$ cat src/rtl/otp_ctrl_chk_arb.sv
// Background check arbiter. It serialises the integrity and consistency check
// requests from the LFSR timer onto the OTP partitions, so only one partition
// runs a check at a time. Each grant is guarded by a watchdog. An escalation
// input or a corrupted state register forces the terminal error state.
module otp_ctrl_chk_arb #(
  parameter int NumPart = 8
) (
  input  logic               clk_i,
  input  logic               rst_ni,
  input  logic [NumPart-1:0] integ_chk_req_i,
  input  logic [NumPart-1:0] cnsty_chk_req_i,
  output logic [NumPart-1:0] integ_chk_ack_o,
  output logic [NumPart-1:0] cnsty_chk_ack_o,
  output logic [NumPart-1:0] part_chk_go_o,
  output logic               part_chk_integ_o,
  input  logic [NumPart-1:0] part_chk_done_i,
  input  logic               hold_i,
  input  logic [31:0]        timeout_i,
  input  logic [3:0]         escalate_en_i,
  output logic               chk_busy_o,
  output logic               chk_timeout_o,
  output logic               fsm_err_o
);

  localparam int SelW = (NumPart > 1) ? $clog2(NumPart) : 1;

  // Sparse encoding: every pair of legal states differs in four bits, so a
  // single or double bit flip always lands on an unencoded value.
  localparam logic [5:0] IdleSt  = 6'b001011;
  localparam logic [5:0] BusySt  = 6'b110001;
  localparam logic [5:0] AckSt   = 6'b011100;
  localparam logic [5:0] ErrorSt = 6'b100110;

  // Life-cycle multibit Off value; anything else counts as escalation.
  localparam logic [3:0] LcTxOff = 4'b1010;

  logic [5:0]         state_q, state_d;
  logic [SelW-1:0]    sel_q, sel_d;
  logic               type_q, type_d;
  logic [SelW-1:0]    rr_ptr_q, rr_ptr_d;
  logic [31:0]        wdog_q, wdog_d;
  logic               chk_timeout_q, chk_timeout_d;

  logic               escalate;
  logic               any_req;
  logic               pick_type;
  logic [NumPart-1:0] pick_vec;
  logic               pick_found;
  logic [SelW-1:0]    pick_idx;
  logic [SelW-1:0]    scan_idx;

  assign escalate = (escalate_en_i != LcTxOff);
  assign any_req  = (|integ_chk_req_i) | (|cnsty_chk_req_i);

  // Round-robin pick: integrity requests win over consistency requests, and
  // the scan starts at the partition after the last completed grant.
  always_comb begin
    pick_type  = |integ_chk_req_i;
    pick_vec   = pick_type ? integ_chk_req_i : cnsty_chk_req_i;
    pick_found = 1'b0;
    pick_idx   = '0;
    scan_idx   = '0;
    for (int i = 0; i < NumPart; i++) begin
      scan_idx = SelW'((int'(rr_ptr_q) + i) % NumPart);
      if (!pick_found && pick_vec[scan_idx]) begin
        pick_found = 1'b1;
        pick_idx   = scan_idx;
      end
    end
  end

  // State register.
  always_ff @(posedge clk_i or negedge rst_ni) begin
    if (!rst_ni) begin
      state_q <= IdleSt;
    end else begin
      state_q <= state_d;
    end
  end

  // Grant bookkeeping: selected partition, grant type, fairness pointer,
  // watchdog and the sticky timeout flag.
  always_ff @(posedge clk_i or negedge rst_ni) begin
    if (!rst_ni) begin
      sel_q         <= '0;
      type_q        <= 1'b0;
      rr_ptr_q      <= '0;
      wdog_q        <= '0;
      chk_timeout_q <= 1'b0;
    end else begin
      sel_q         <= sel_d;
      type_q        <= type_d;
      rr_ptr_q      <= rr_ptr_d;
      wdog_q        <= wdog_d;
      chk_timeout_q <= chk_timeout_d;
    end
  end

  // Next-state logic; escalation overrides every other transition.
  always_comb begin
    state_d       = state_q;
    sel_d         = sel_q;
    type_d        = type_q;
    rr_ptr_d      = rr_ptr_q;
    wdog_d        = wdog_q;
    chk_timeout_d = chk_timeout_q;
    case (state_q)
      IdleSt: begin
        if (!hold_i && any_req) begin
          state_d = BusySt;
          sel_d   = pick_idx;
          type_d  = pick_type;
          wdog_d  = timeout_i;
        end
      end
      BusySt: begin
        // Saturating countdown; the grant keeps running even if the timer
        // withdraws its request, so the ack is always delivered.
        if (wdog_q != 32'd0) begin
          wdog_d = wdog_q - 32'd1;
        end
        if (part_chk_done_i[sel_q]) begin
          state_d  = AckSt;
          rr_ptr_d = SelW'((int'(sel_q) + 1) % NumPart);
        end else if ((timeout_i != 32'd0) && (wdog_q == 32'd0)) begin
          state_d       = ErrorSt;
          chk_timeout_d = 1'b1;
        end
      end
      AckSt: begin
        state_d = IdleSt;
      end
      ErrorSt: begin
        state_d = ErrorSt;
      end
      default: begin
        state_d = ErrorSt;
      end
    endcase
    if (escalate) begin
      state_d = ErrorSt;
    end
  end

  // Output decode from the registered state only, which keeps go one-hot.
  always_comb begin
    integ_chk_ack_o  = '0;
    cnsty_chk_ack_o  = '0;
    part_chk_go_o    = '0;
    part_chk_integ_o = 1'b0;
    chk_busy_o       = 1'b0;
    fsm_err_o        = 1'b0;
    case (state_q)
      IdleSt: begin
      end
      BusySt: begin
        part_chk_go_o[sel_q] = 1'b1;
        part_chk_integ_o     = type_q;
        chk_busy_o           = 1'b1;
      end
      AckSt: begin
        chk_busy_o = 1'b1;
        if (type_q) begin
          integ_chk_ack_o[sel_q] = 1'b1;
        end else begin
          cnsty_chk_ack_o[sel_q] = 1'b1;
        end
      end
      ErrorSt: begin
        // A watchdog expiry is reported on its own flag, not as an FSM error.
        fsm_err_o = ~chk_timeout_q;
      end
      default: begin
        fsm_err_o = 1'b1;
      end
    endcase
    if (escalate) begin
      fsm_err_o = 1'b1;
    end
  end

  assign chk_timeout_o = chk_timeout_q;

endmodule

$ cat config.mk
export PLATFORM = sky130hd
export DESIGN_NAME = otp_ctrl_chk_arb
export DESIGN_NICKNAME = d
export VERILOG_FILES = /design/src/rtl/otp_ctrl_chk_arb.sv
export SDC_FILE = /design/constraint.sdc
export NUM_CORES = 1
export LEC_CHECK = 0
export CAP_MARGIN = 30
export CORE_MARGIN = 1
export CORE_UTILIZATION = 27
export DETAILED_ROUTE_END_ITERATION = 7
export SYNTH_ARGS = -nofsm -noshare
export SYNTH_HDL_FRONTEND = slang
export SYNTH_SLANG_ARGS = --single-unit
$ cat constraint.sdc
create_clock -name clk_i -period 3.4 [get_ports clk_i]
set_input_delay 0.51 -clock clk_i [delete_from_list [all_inputs] [get_ports clk_i]]
set_output_delay 0.51 -clock clk_i [all_outputs]
set_load 0.05 [all_outputs]
==> results of run 1 <==
## registers in the layout, indices dropped and copies added, names as in the netlist
signal and cells:
rr_ptr_q 3, chk_timeout_o 1, type_q 1, sel_q 3, wdog_q 32, state_q 6
## routing by layer
layer  global-route usage (%)  vias up  wire length (um)
li1                         -     2260                 -
met1                     21.9     2256              6240
met2                     29.4      169              6730
met3                     1.84       21               675
met4                     4.36        0               226
met5                        0        -                 0
## cell usage in the layout, fill, tap and decap left out, types with 4 or more instances in the layout
cell and count:
sky130_fd_sc_hd__o22ai_1 10, sky130_fd_sc_hd__nor2_1 68, sky130_fd_sc_hd__clkdlybuf4s50_1 78, sky130_fd_sc_hd__o21ai_0 46
sky130_fd_sc_hd__mux4_1 4, sky130_fd_sc_hd__clkbuf_16 5, sky130_fd_sc_hd__nor3_1 14, sky130_fd_sc_hd__mux4_2 14
sky130_fd_sc_hd__nand3b_1 4, sky130_fd_sc_hd__nand2b_1 6, sky130_fd_sc_hd__nand3_1 12, sky130_fd_sc_hd__nand4_1 5
sky130_fd_sc_hd__a21oi_1 59, sky130_fd_sc_hd__nand2_1 39, sky130_fd_sc_hd__a22oi_1 4, sky130_fd_sc_hd__inv_1 10
sky130_fd_sc_hd__a21o_1 9, sky130_fd_sc_hd__dfrtp_1 43, sky130_fd_sc_hd__or3_1 5, sky130_fd_sc_hd__mux2i_1 16
sky130_fd_sc_hd__nor2b_1 9, sky130_fd_sc_hd__nor4b_1 5, sky130_fd_sc_hd__a211oi_1 12, sky130_fd_sc_hd__nor4b_2 4
sky130_fd_sc_hd__ha_1 4, sky130_fd_sc_hd__nor4_1 17, sky130_fd_sc_hd__a31oi_1 7, sky130_fd_sc_hd__buf_4 56
sky130_fd_sc_hd__o31ai_1 4, sky130_fd_sc_hd__or4_1 4
## worst reg2reg max path, delay by kind of cell (launching register included)
kind            cells  cell delay [ns]
simple gates        4             1.60
compound gates      3             0.57
flops               1             0.44
buf+inv             1             0.29
## layout make-up
cell class / instances / area [sq um]
clock buffer: 6 / 129
clock inverter: 2 / 37.5
fill: 1600 / 9520
inverter: 11 / 42.5
tap: 211 / 264
timing repair buffer: 138 / 1270
sequential: 46 / 1150
multi-input combinational: 439 / 2960
## path summary, 6_finish.rpt
path	cells after the start	slack, ns	endpoint
setup / recovery	10	0.13	sel_q[2]
hold / removal	1	0.1	wdog_q[22]
setup reg to reg	8	0.39	wdog_q[4]
hold reg to reg	1	0.50	wdog_q[31]
max in group asynchronous	2	2.74	state_q[1]
min in group clk_i	1	0.50	wdog_q[31]
## through the flow
step                      instance area, sq um  power [mW]
after floorplan                           4300       0.807
after global placement                    5650       0.992
after detailed placement                  5670        1.00
after CTS                                 5840        1.57
final                                     5850        1.56
after global routing                      5850        1.64
## power groups by stage
stage               sequential (mW)  combinational (mW)  clock, mW
detailed placement            0.582               0.420          0
global placement              0.582               0.410          0
finish                        0.572               0.424      0.560
floorplan                     0.571               0.236          0
global route                  0.574               0.461      0.603
CTS                           0.572               0.422      0.572
## cell families after synthesis
kind of cell               Yosys count  synth area share [%]
buffers and inverters               48                  4.66
adders and majority gates            4                  1.16
and+or+nand+nor                    212                  26.4
DFF                                 46                  26.9
xor gates and xnor gates             5                  1.02
muxes                               34                  13.5
AOI/OAI and AO/OA                  184                  26.3
==> results.md, run 1 <==
Drt:
- The detail route stage leaves a number of antenna-violating nets equal to 0.
- For this block, the routed nets add up to 13900 um of wire.
- The detailed-router iteration count before antenna repair is 5.
- The via count is 4706.
- The final routed wire length divided by cell count is 16.3 um.
- Using the TritonRoute via totals, the vias-per-cell ratio works out to 5.52.
- For this block, the initial DRC count from the detailed router was 335.
- For this run, design rule violations remaining after detail routing come to 0.

Timing:
- Between clock sinks in the finished design, the worst skew comes to 0.00278 ns.
- At the pin with the least slew margin, the transition time is 0.758 ns.
- The final hold violation count is 0.
- The max-slew violation count came to 0.
- Hold is met by 0.0993 ns.
- Setup violations remaining at the end of the flow were counted as 0.
- For this run, the top clock speed supported by timing is 0.306 GHz.
- The final critical path takes up 96.2% of the cycle.
- Setup repair after global routing left no endpoint under its margin.
- After routing, the total negative slack on setup checks comes to 0 ns.
- The final worst slack is 0.130 ns.
- The worst path in the final design needs a cycle of 3.27 ns, including I/O delays and setup.
- The remaining max-slew budget at the tightest pin is 48.8%.

Clock network:
- Buffers inserted during clock tree synthesis total 5.
- The clock tree from TritonCTS is done.
- The library cell used as clock root buffer is sky130_fd_sc_hd__clkbuf_16.
- The number of gates given a new drive strength after cts is 0.
- Post-CTS timing repair inserted 0 buffers for setup.
- Clock tree synthesis found a total of 46 sinks.
- The count of hold-fix buffers inserted at cts is 0.
- The clock latency on the worst-skew pair is 0.29 ns.
- The H-tree was split into 2 levels.
- The clock-pin slew reported for the worst setup and hold paths after clock tree synthesis is 0.06 ns.
- In this run the deepest clock path goes through 2 buffers.

Logic synthesis:
- The synthesized netlist occupies a cell area of 0.00430 sq mm.
- After synthesis, the cell types taking the most area are sky130_fd_sc_hd__dfrtp_1 (25%), sky130_fd_sc_hd__mux4_2 (7.3%), sky130_fd_sc_hd__a21oi_1 (6.9%).
- The Yosys step of the flow raised 0 warnings.
- The count of state elements after synthesis is 46.
- By count the netlist is led by sky130_fd_sc_hd__nor2_1 (68), sky130_fd_sc_hd__a21oi_1 (59), sky130_fd_sc_hd__o21ai_0 (46), sky130_fd_sc_hd__dfrtp_1 (43), sky130_fd_sc_hd__nand2_1 (39).
- The library cell with the largest summed area after synthesis is sky130_fd_sc_hd__dfrtp_1.
- The post-synthesis net count is 600.
- The count of flip-flops with a built-in enable after synthesis is 0.
- The post-synthesis async set-or-reset flop share is 100%.
- After synthesis, flip-flops and latches occupy 26.9% of the total area.
- Each instance of the synthesized netlist takes up on average 8.06 sq um.
- For this run, the leading register cell type out of synthesis is sky130_fd_sc_hd__dfrtp_1.
- The most common cell in the netlist is sky130_fd_sc_hd__nor2_1.
- Synthesis produced a netlist whose cell count is 533.
- The number of library cell types mapped by synthesis is 67.
- The top-area cell type share of the netlist area is 25.0%.

Floorplan:
- The initial core utilization is 28.0%.
- The die is 128 um wide.
- The y dimension of the die is 128 um.
- In this run the standard cell core region covers 0.0154 sq mm.
- The area enclosed by the die boundary is 0.0164 sq mm.
- The floorplan has 45 rows.
- The top-level port count is 91.

Global route:
- The sum of overflow across all layers after global routing is 0.
- The wire length of the first global-routing pass is 22400 um.
- The number of antenna violations at the first check in global routing was 0.
- The total routing usage reported by global routing is 16.8%.
- Entering global routing, the biggest net connects 56 pins.
- The number of global-route vias before repair came to 4503.

Critical path:
- The classification of the worst setup path is input pin to flip-flop.
- The most critical setup path has its startpoint at integ_chk_req_i[2].
- The beginning of the worst register-to-register path is wdog_q[10].
- The category of the worst setup path launch point is an input pin.
- The critical path's most frequent cell is sky130_fd_sc_hd__or2_4.
- Data on the critical path arrives at its endpoint at 3.44 ns.
- Along the worst path, the maximum fanout reaches 8.
- On the worst path, the slowest cell contributes a delay of 0.53 ns.
- The endpoint type of the worst setup path is a flip-flop.
- On the critical path, the stage with the largest delay is an instance of sky130_fd_sc_hd__clkdlybuf4s50_1.
- The critical path goes through clkdlybuf4s50_1, nor4_2, buf_4, a21oi_1, mux2i_1, mux4_2, or2_4, or2_4, o22a_1, o31a_1.
- Data on the critical path is required at its endpoint by 3.57 ns.
- The critical path's top delay family is compound AO/OA/AOI/OAI gates.
- The worst path buffer plus inverter count is 2.

Placed design:
- Buffers placed on the I/O ports in this run total 90.
- The post-placement cell count is 845.
- OpenSTA, run right after detailed placement, puts the worst setup slack at -0.130 ns.
- The HPWL reported at the end of detailed placement is 10500 um.
- Routability-driven placement finished with a final weighted congestion of 0.883.

Cells and area:
- The final antenna diode count is 0.
- The area growth from synthesis to layout is 36.2%.
- The fraction of final layout cells sized beyond drive strength 1 is 16.4%.
- The number of nets at the end of the flow is 708.
- The utilization after layout is 38.1%.
- The count of cells in the finished layout, fillers not included, comes to 853.

Power and ir drop:
- Across the VDD grid, the largest voltage drop is 0.190 mV.
- The internal cell power is 1.12 mW.
- For this design the total switching power over the nets is 0.434 mW.
- The fraction of power consumed by sequential logic is 36.8%.
- The leakage component of the power is 2.30 nW.
- The switching part of the total power is 27.9%.
- The clock network accounts for 36.0% of the total power.
- Of the total power, combinational logic draws 27.3%.
- For this design the ratio of total power to cell area is 266 mW/mm^2.

Run:
- The number of max-cap violations is 0.

Hold path:
- The min-delay analysis places its worst path in the category input pin to asynchronous set/reset pin.

Run status:
- The flow ran to the end, and the final reports show no timing, DRC or antenna violations.
(Power assumes the default switching activity.)
==> run 2, diff against run 1 <==
Settings changed: GPL_ROUTABILITY_DRIVEN set to 0, PLACE_DENSITY set to 0.52.
==> results.md, run 2 (same netlist as run 1, synthesis figures left out) <==
Run status:
- The run finished with clean final reports.

Global route:
- The sum of overflow across all layers after global routing is 0 (unchanged).
- The total routing usage reported by global routing is 17.3% (+0.47 points).
- The number of antenna violations at the first check in global routing came to 0 (unchanged).
- The wire length of the first global-routing pass is 22700 um (+1.4%).
- The routing usage on met3 came to 2.05% (+0.21 points).
- The met1 routing resource usage after global routing was 22.9% (+1.0 points).
- The number of global-route vias before repair is 4429 (-1.6%).
- The pin count of the biggest net entering global routing is 48 (-14%).
- The layer with the highest usage after global routing is met2.
- The met2 usage is 29.9% (+0.45 points).

Clock network:
- The clock buffer count from CTS was 5 (unchanged).
- The number of sinks driven by the clock tree is 46 (unchanged).
- The clock tree from TritonCTS is done.
- The clock-pin slew reported for the worst setup and hold paths after clock tree synthesis was 0.07 ns (about the same).
- The library cell used as clock root buffer is sky130_fd_sc_hd__clkbuf_16.
- The clock latency on the worst-skew pair is 0.29 ns (about the same).
- The depth of the CTS H-tree came to 2 (unchanged).
- The total setup buffers inserted after CTS is 0 (unchanged).
- The clock tree buffer depth came to 2 (unchanged).

Timing:
- The final worst clock skew is 0.00771 ns (+0.00493 ns).
- The fraction of the cycle the final worst path needs was 95.4% (-0.74 points).
- The sum of negative setup slack came to 0 ns (unchanged).
- The measured slew at the worst slew-check pin is 0.642 ns (-0.116 ns).
- The timing-limited maximum frequency is 0.308 GHz (+0.77%).
- Setup repair after global routing left no endpoint under its margin.
- The max-slew violation count came to 0 (unchanged).
- The final hold violation count is 0 (unchanged).
- The remaining max-slew budget at the tightest pin is 56.1% (+7.3 points).
- The final period demand of the worst path is 3.24 ns (-0.0250 ns).
- The final setup violation count is 0 (unchanged).

Critical path:
- The number of cell instances on the worst register-to-register path is 9 (+1).
- The classification of the worst setup path is input pin to flip-flop.
- The capture point of the worst reg-to-reg path is sel_q[2].
- The critical-path maximum fanout is 5 (-3).
- The data arrival time of the critical path is 3.42 ns (-0.02 ns).
- The required time of the critical path was 3.57 ns (about the same).
- STA classifies the critical path startpoint as an input pin.
- The beginning of the worst register-to-register path is rr_ptr_q[1].
- The register-to-register setup slack came to 0.39 ns (about the same).
- STA classifies the critical path endpoint as a flip-flop.

Cells and area:
- The leading cell type in the layout, fill and taps excluded is sky130_fd_sc_hd__clkdlybuf4s50_1.
- From synthesis to final layout, the design area changed by 37.9%.
- The total non-filler cell area in the finished layout is 0.00592 sq mm (+1.2%).
- The fill cell total of the finished layout is 1565 (-2.2%).
- In the layout the commonest cells are sky130_fd_sc_hd__clkdlybuf4s50_1 (87), sky130_fd_sc_hd__nor2_1 (68), sky130_fd_sc_hd__a21oi_1 (57).
- The register ranked first by flip-flop count is wdog_q.
- The number of nets at the end of the flow is 716 (+1.1%).
- The utilization after layout came to 38.5% (+0.46 points).
- The fraction of final layout cells sized beyond drive strength 1 is 16.3% (-0.047 points).
- The flip-flop count of the largest register after layout is 32 (unchanged).
- The final antenna diode count came to 0 (unchanged).
- In the final layout, the registers with the most flip-flops are wdog_q: 32 flops, state_q: 6 flops.

Power and ir drop:
- The fraction of power consumed by sequential logic is 38.6% (+1.8 points).
- The leakage component of the power is 2.32 nW (+1.1%).
- The switching part of the total power is 28.9% (+1.0 points).
- The part of the total power dissipated in the clock network was 32.2% (-3.8 points).
- The ratio of total power to cell area is 250 mW/mm^2 (-6.0%).
- The net switching power is 0.427 mW (-1.4%).
- The maximum ir drop on the vdd rail was 0.177 mV (-6.4%).
- The part of the total power dissipated in combinational logic is 29.2% (+1.9 points).
- The internal cell power is 1.05 mW (-6.2%).

Drt:
- The final routed wire length divided by cell count is 16.1 um (-1.1%).
- The number of vias per cell is 5.35 (-3.1%).
- The detailed-router iteration count before antenna repair is 7 (+2).
- The number of antenna-violating nets in the routed design is 0 (unchanged).
- The via count was 4603 (-2.2%).
- The number of DRC violations after detailed-routing iteration 0 came to 305 (-9.0%).
- The final routed DRC violation total is 0 (unchanged).
- The total wirelength of the detailed-routed design is 13900 um (-0.19%).

Placed design:
- The HPWL reported at the end of detailed placement was 10800 um (+2.2%).
- The post-place instance area was 0.00576 sq mm (+1.5%).
- The number of buffer cells added on primary ports is 90 (unchanged).

Floorplan:
- The top-level port count is 91 (unchanged).
- The area enclosed by the die boundary is 0.0164 sq mm (unchanged).
- The initial core utilization is 28.0% (unchanged).
- The site row count is 45 (unchanged).
- The y dimension of the die is 128 um (unchanged).
- The area of the core region is 0.0154 sq mm (unchanged).
- The width of the die is 128 um (unchanged).

Hold path:
- The worst hold path belongs to the class input pin to asynchronous set/reset pin.

Run:
- The number of max-cap violations is 0 (unchanged).
run 2: changes by cell type in the layout (fill, tap and decap cells not counted), moves of 2 or more:
| cell | before | now |
|---|---|---|
| sky130_fd_sc_hd__a21oi_1 | 59 | 57 |
| sky130_fd_sc_hd__clkinv_2 | 1 | 3 |
| sky130_fd_sc_hd__clkdlybuf4s50_1 | 78 | 87 |
| sky130_fd_sc_hd__a21oi_2 | 1 | 3 |
run 2: per-stage QoR:
stage	total power, mW	hold slack [ns]	cells	setup slack [ns]
2_1_floorplan	0.807	0.214	533	0.0300
6_report	1.48	0.133	861	0.155
3_3_place_gp	1.00	0.478	852	-0.0680
4_1_cts	1.49	0.139	861	0.144
3_5_place_dp	1.01	0.458	853	-0.150
5_1_grt	1.57	0.150	861	0.0468
run 2: what timing repair did:
action,in CTS,in global routing
gates resized for setup,0,5
endpoints found under the setup margin,0,3
hold buffers,0,0
hold endpoints to repair,0,0
run 2: layer usage:
metal  vias to the layer above  wire (um)
met4                         0        117
met1                      2225       6420
met5                         -          0
met3                         8        475
met2                       106       6840
li1                       2264          -
run 2: how the worst max path moves through the flow:
stage,startpoint,end,slack [ns],cells after the start
3_3_place_gp,integ_chk_req_i[2],sel_q[2],-0.07,10
6_report,integ_chk_req_i[6],sel_q[2],0.16,10
5_1_grt,integ_chk_req_i[6],sel_q[2],0.05,10
3_5_place_dp,integ_chk_req_i[0],sel_q[2],-0.15,10
2_1_floorplan,rr_ptr_q[0],sel_q[1],0.03,13
4_1_cts,integ_chk_req_i[0],sel_q[2],0.14,10
run 2: final cells by class:
class,count,area (sq um),share of cell area [%]
multi-input combinational,439,2980,50.2
timing repair buffer,146,1350,22.8
sequential,46,1150,19.5
tap,211,264,4.46
clock buffer,6,129,2.18
inverter,11,42.5,0.718
clock inverter,2,10.0,0.169
run 2: critical path: stages:
cell	delay [ns]
sky130_fd_sc_hd__clkdlybuf4s50_1	0.56
sky130_fd_sc_hd__buf_4	0.18
sky130_fd_sc_hd__nor4b_2	0.06
sky130_fd_sc_hd__a21oi_1	0.35
sky130_fd_sc_hd__mux2i_1	0.20
sky130_fd_sc_hd__mux4_2	0.52
sky130_fd_sc_hd__or2_4	0.29
sky130_fd_sc_hd__or2_4	0.25
sky130_fd_sc_hd__o22a_1	0.22
sky130_fd_sc_hd__o31a_1	0.27
run 2: power by group through the flow:
stage / Clock [mW] / Sequential [mW] / Combinational (mW)
global route: 0.520 / 0.573 / 0.474
floorplan: 0 / 0.571 / 0.236
global placement: 0 / 0.581 / 0.422
CTS: 0.494 / 0.572 / 0.428
finish: 0.477 / 0.572 / 0.432
detailed placement: 0 / 0.582 / 0.426
==> run 3, diff against run 2 <==
Settings changed: DONT_BUFFER_PORTS set to 1, PLACE_DENSITY 0.52 to 0.45.
==> results.md, run 3 (same netlist as run 1, synthesis figures left out) <==
Drt:
- The number of vias per cell is 5.65 (+5.6%).
- The number of DRC violations after detailed-routing iteration 0 was 345 (+13%).
- The detailed-router iteration count before antenna repair is 5 (-2).
- The number of antenna-violating nets in the routed design is 0 (unchanged).
- The final routed DRC violation total is 0 (unchanged).
- The total wirelength of the detailed-routed design is 13500 um (-2.5%).
- The final routed wire length divided by cell count came to 17.8 um (+11%).
- The via count is 4285 (-6.9%).

Timing:
- The timing-limited maximum frequency is 0.334 GHz (+8.3%).
- The remaining max-slew budget at the tightest pin came to 39.6% (-16 points).
- The final setup violation count was 0 (unchanged).
- The final period demand of the worst path is 3.00 ns (-0.249 ns).
- The final worst clock skew is 0.0116 ns (+0.00386 ns).
- The sum of negative setup slack came to 0 ns (unchanged).
- Setup repair after global routing left no endpoint under its margin.
- The fraction of the cycle the final worst path needs is 88.1% (-7.3 points).
- The max-slew violation count is 0 (unchanged).
- The measured slew at the worst slew-check pin is 0.903 ns (+0.261 ns).
- The final hold violation count is 0 (unchanged).

Critical path:
- STA classifies the critical path endpoint as a flip-flop.
- The data arrival time of the critical path came to 3.18 ns (-0.24 ns).
- The critical-path maximum fanout is 12 (+7).
- The required time of the critical path is 3.58 ns (about the same).
- STA classifies the critical path startpoint as a flip-flop.
- The worst setup path is of the flip-flop to flip-flop kind.

Cells and area:
- The fraction of final layout cells sized beyond drive strength 1 is 15.9% (-0.43 points).
- Leaving out fill and tap cells, the most frequent cell in the layout is sky130_fd_sc_hd__nor2_1.
- wdog_q holds more flip-flops than any other register.
- The area growth from synthesis to layout is 14.6%.
- The number of cells in the finished layout apart from fillers is 759 (-12%).
- The largest registers in the layout are wdog_q: 32 flops, state_q: 6 flops.
- The number of nets at the end of the flow is 614 (-14%).
- The flip-flop count of the largest register after layout is 32 (unchanged).
- The top cell types in the final layout, fill and taps aside, are sky130_fd_sc_hd__nor2_1 (68), sky130_fd_sc_hd__a21oi_1 (59), sky130_fd_sc_hd__o21ai_0 (46).
- The final antenna diode count is 0 (unchanged).

Placed design:
- The number of buffer cells added on primary ports is 0 (-100%).
- The post-placement cell count is 750 (-12%).
- The HPWL reported at the end of detailed placement is 9930 um (-7.8%).

Floorplan:
- The y dimension of the die is 128 um (unchanged).
- The area of the core region is 0.0154 sq mm (unchanged).
- The top-level port count is 91 (unchanged).
- The area enclosed by the die boundary was 0.0164 sq mm (unchanged).
- The site row count is 45 (unchanged).
- The initial core utilization is 28.0% (unchanged).
- The width of the die is 128 um (unchanged).

Clock network:
- The clock latency on the worst-skew pair is 0.29 ns (about the same).
- The total setup buffers inserted after CTS was 0 (unchanged).
- The count of hold-fix buffers inserted at cts is 1 (+1).
- The clock-pin slew reported for the worst setup and hold paths after clock tree synthesis is 0.07 ns (about the same).
- TritonCTS built the clock tree.
- The clock tree buffer depth is 2 (unchanged).
- The depth of the CTS H-tree came to 2 (unchanged).
- The number of sinks driven by the clock tree is 46 (unchanged).
- The library cell used as clock root buffer is sky130_fd_sc_hd__clkbuf_16.
- The number of gates given a new drive strength after cts came to 0 (unchanged).
- The clock buffer count from CTS is 5 (unchanged).

Power and ir drop:
- The leakage component of the power is 1.92 nW (-17%).
- The maximum ir drop on the vdd rail was 0.199 mV (+12%).
- The ratio of total power to cell area was 294 mW/mm^2 (+18%).

Global route:
- The total routing usage reported by global routing is 16.6% (-0.66 points).
- The number of antenna violations at the first check in global routing was 0 (unchanged).
- The pin count of the biggest net entering global routing is 44 (-8.3%).
- The sum of overflow across all layers after global routing is 0 (unchanged).
- The number of global-route vias before repair is 4069 (-8.1%).
- The wire length of the first global-routing pass is 21800 um (-3.9%).

Run status:
- The run finished with clean final reports.

Run:
- The number of max-cap violations is 0 (unchanged).

Hold path:
- The kind of path behind the tightest hold check is input pin to asynchronous set/reset pin.
[run 3: final cells by class]
class                      instances  area [sq um]
fill                            1625         10400
sequential                        46          1150
clock inverter                     2          37.5
inverter                          11          42.5
tap                              211           264
timing repair buffer              44           350
clock buffer                       6           129
multi-input combinational        439          2950
[run 3: through the flow]
stage / power [mW] / worst slack, ns / hold WS [ns] / utilization, % / instance area [sq um]
floorplan: 0.807 / 0.0300 / 0.214 / - / 4300
global placement: 0.878 / 0.270 / 0.216 / 30.7 / 4720
detailed placement: 0.879 / 0.191 / 0.216 / 30.8 / 4730
CTS: 1.46 / 0.397 / 0.0582 / 32.0 / 4920
global route: 1.52 / 0.138 / 0.0565 / 32.0 / 4920
finish: 1.45 / 0.404 / 0.0612 / 32.0 / 4920
[run 3: path summary, 6_finish.rpt]
check                             start         end  slack [ns]  cells past startpoint
min in group clk_i         timeout_i[0]   wdog_q[0]        0.35                      2
hold / removal                   rst_ni  wdog_q[16]        0.06                      1
setup / recovery             wdog_q[10]  wdog_q[27]        0.40                      8
setup reg to reg             wdog_q[10]  wdog_q[27]        0.40                      8
hold reg to reg              wdog_q[31]  wdog_q[31]        0.51                      1
max in group asynchronous        rst_ni  state_q[5]        3.11                      1
[run 3: routing by layer]
layer	wire length (um)	GRT usage [%]	vias up	part of all wire, %
li1	-	-	2082	-
met3	654	2.50	15	4.8
met5	0	0	-	0
met1	6540	23.5	2061	48
met2	6160	26.4	127	46
met4	165	3.88	0	1.2
[run 3: report_power, final]
group          switching (mW)  internal (mW)
Sequential             0.0185          0.555
Clock                   0.215          0.347
Combinational           0.172          0.140
[run 3: worst max-delay path, stage by stage, from the launching register on]
cell and delay, ns:
sky130_fd_sc_hd__dfrtp_1 0.44, sky130_fd_sc_hd__or4_4 0.58, sky130_fd_sc_hd__nor4_4 0.38, sky130_fd_sc_hd__nand3_2 0.22, sky130_fd_sc_hd__or4_4 0.57, sky130_fd_sc_hd__a21oi_2 0.18, sky130_fd_sc_hd__buf_4 0.20, sky130_fd_sc_hd__nor2_1 0.06
sky130_fd_sc_hd__a211o_1 0.26
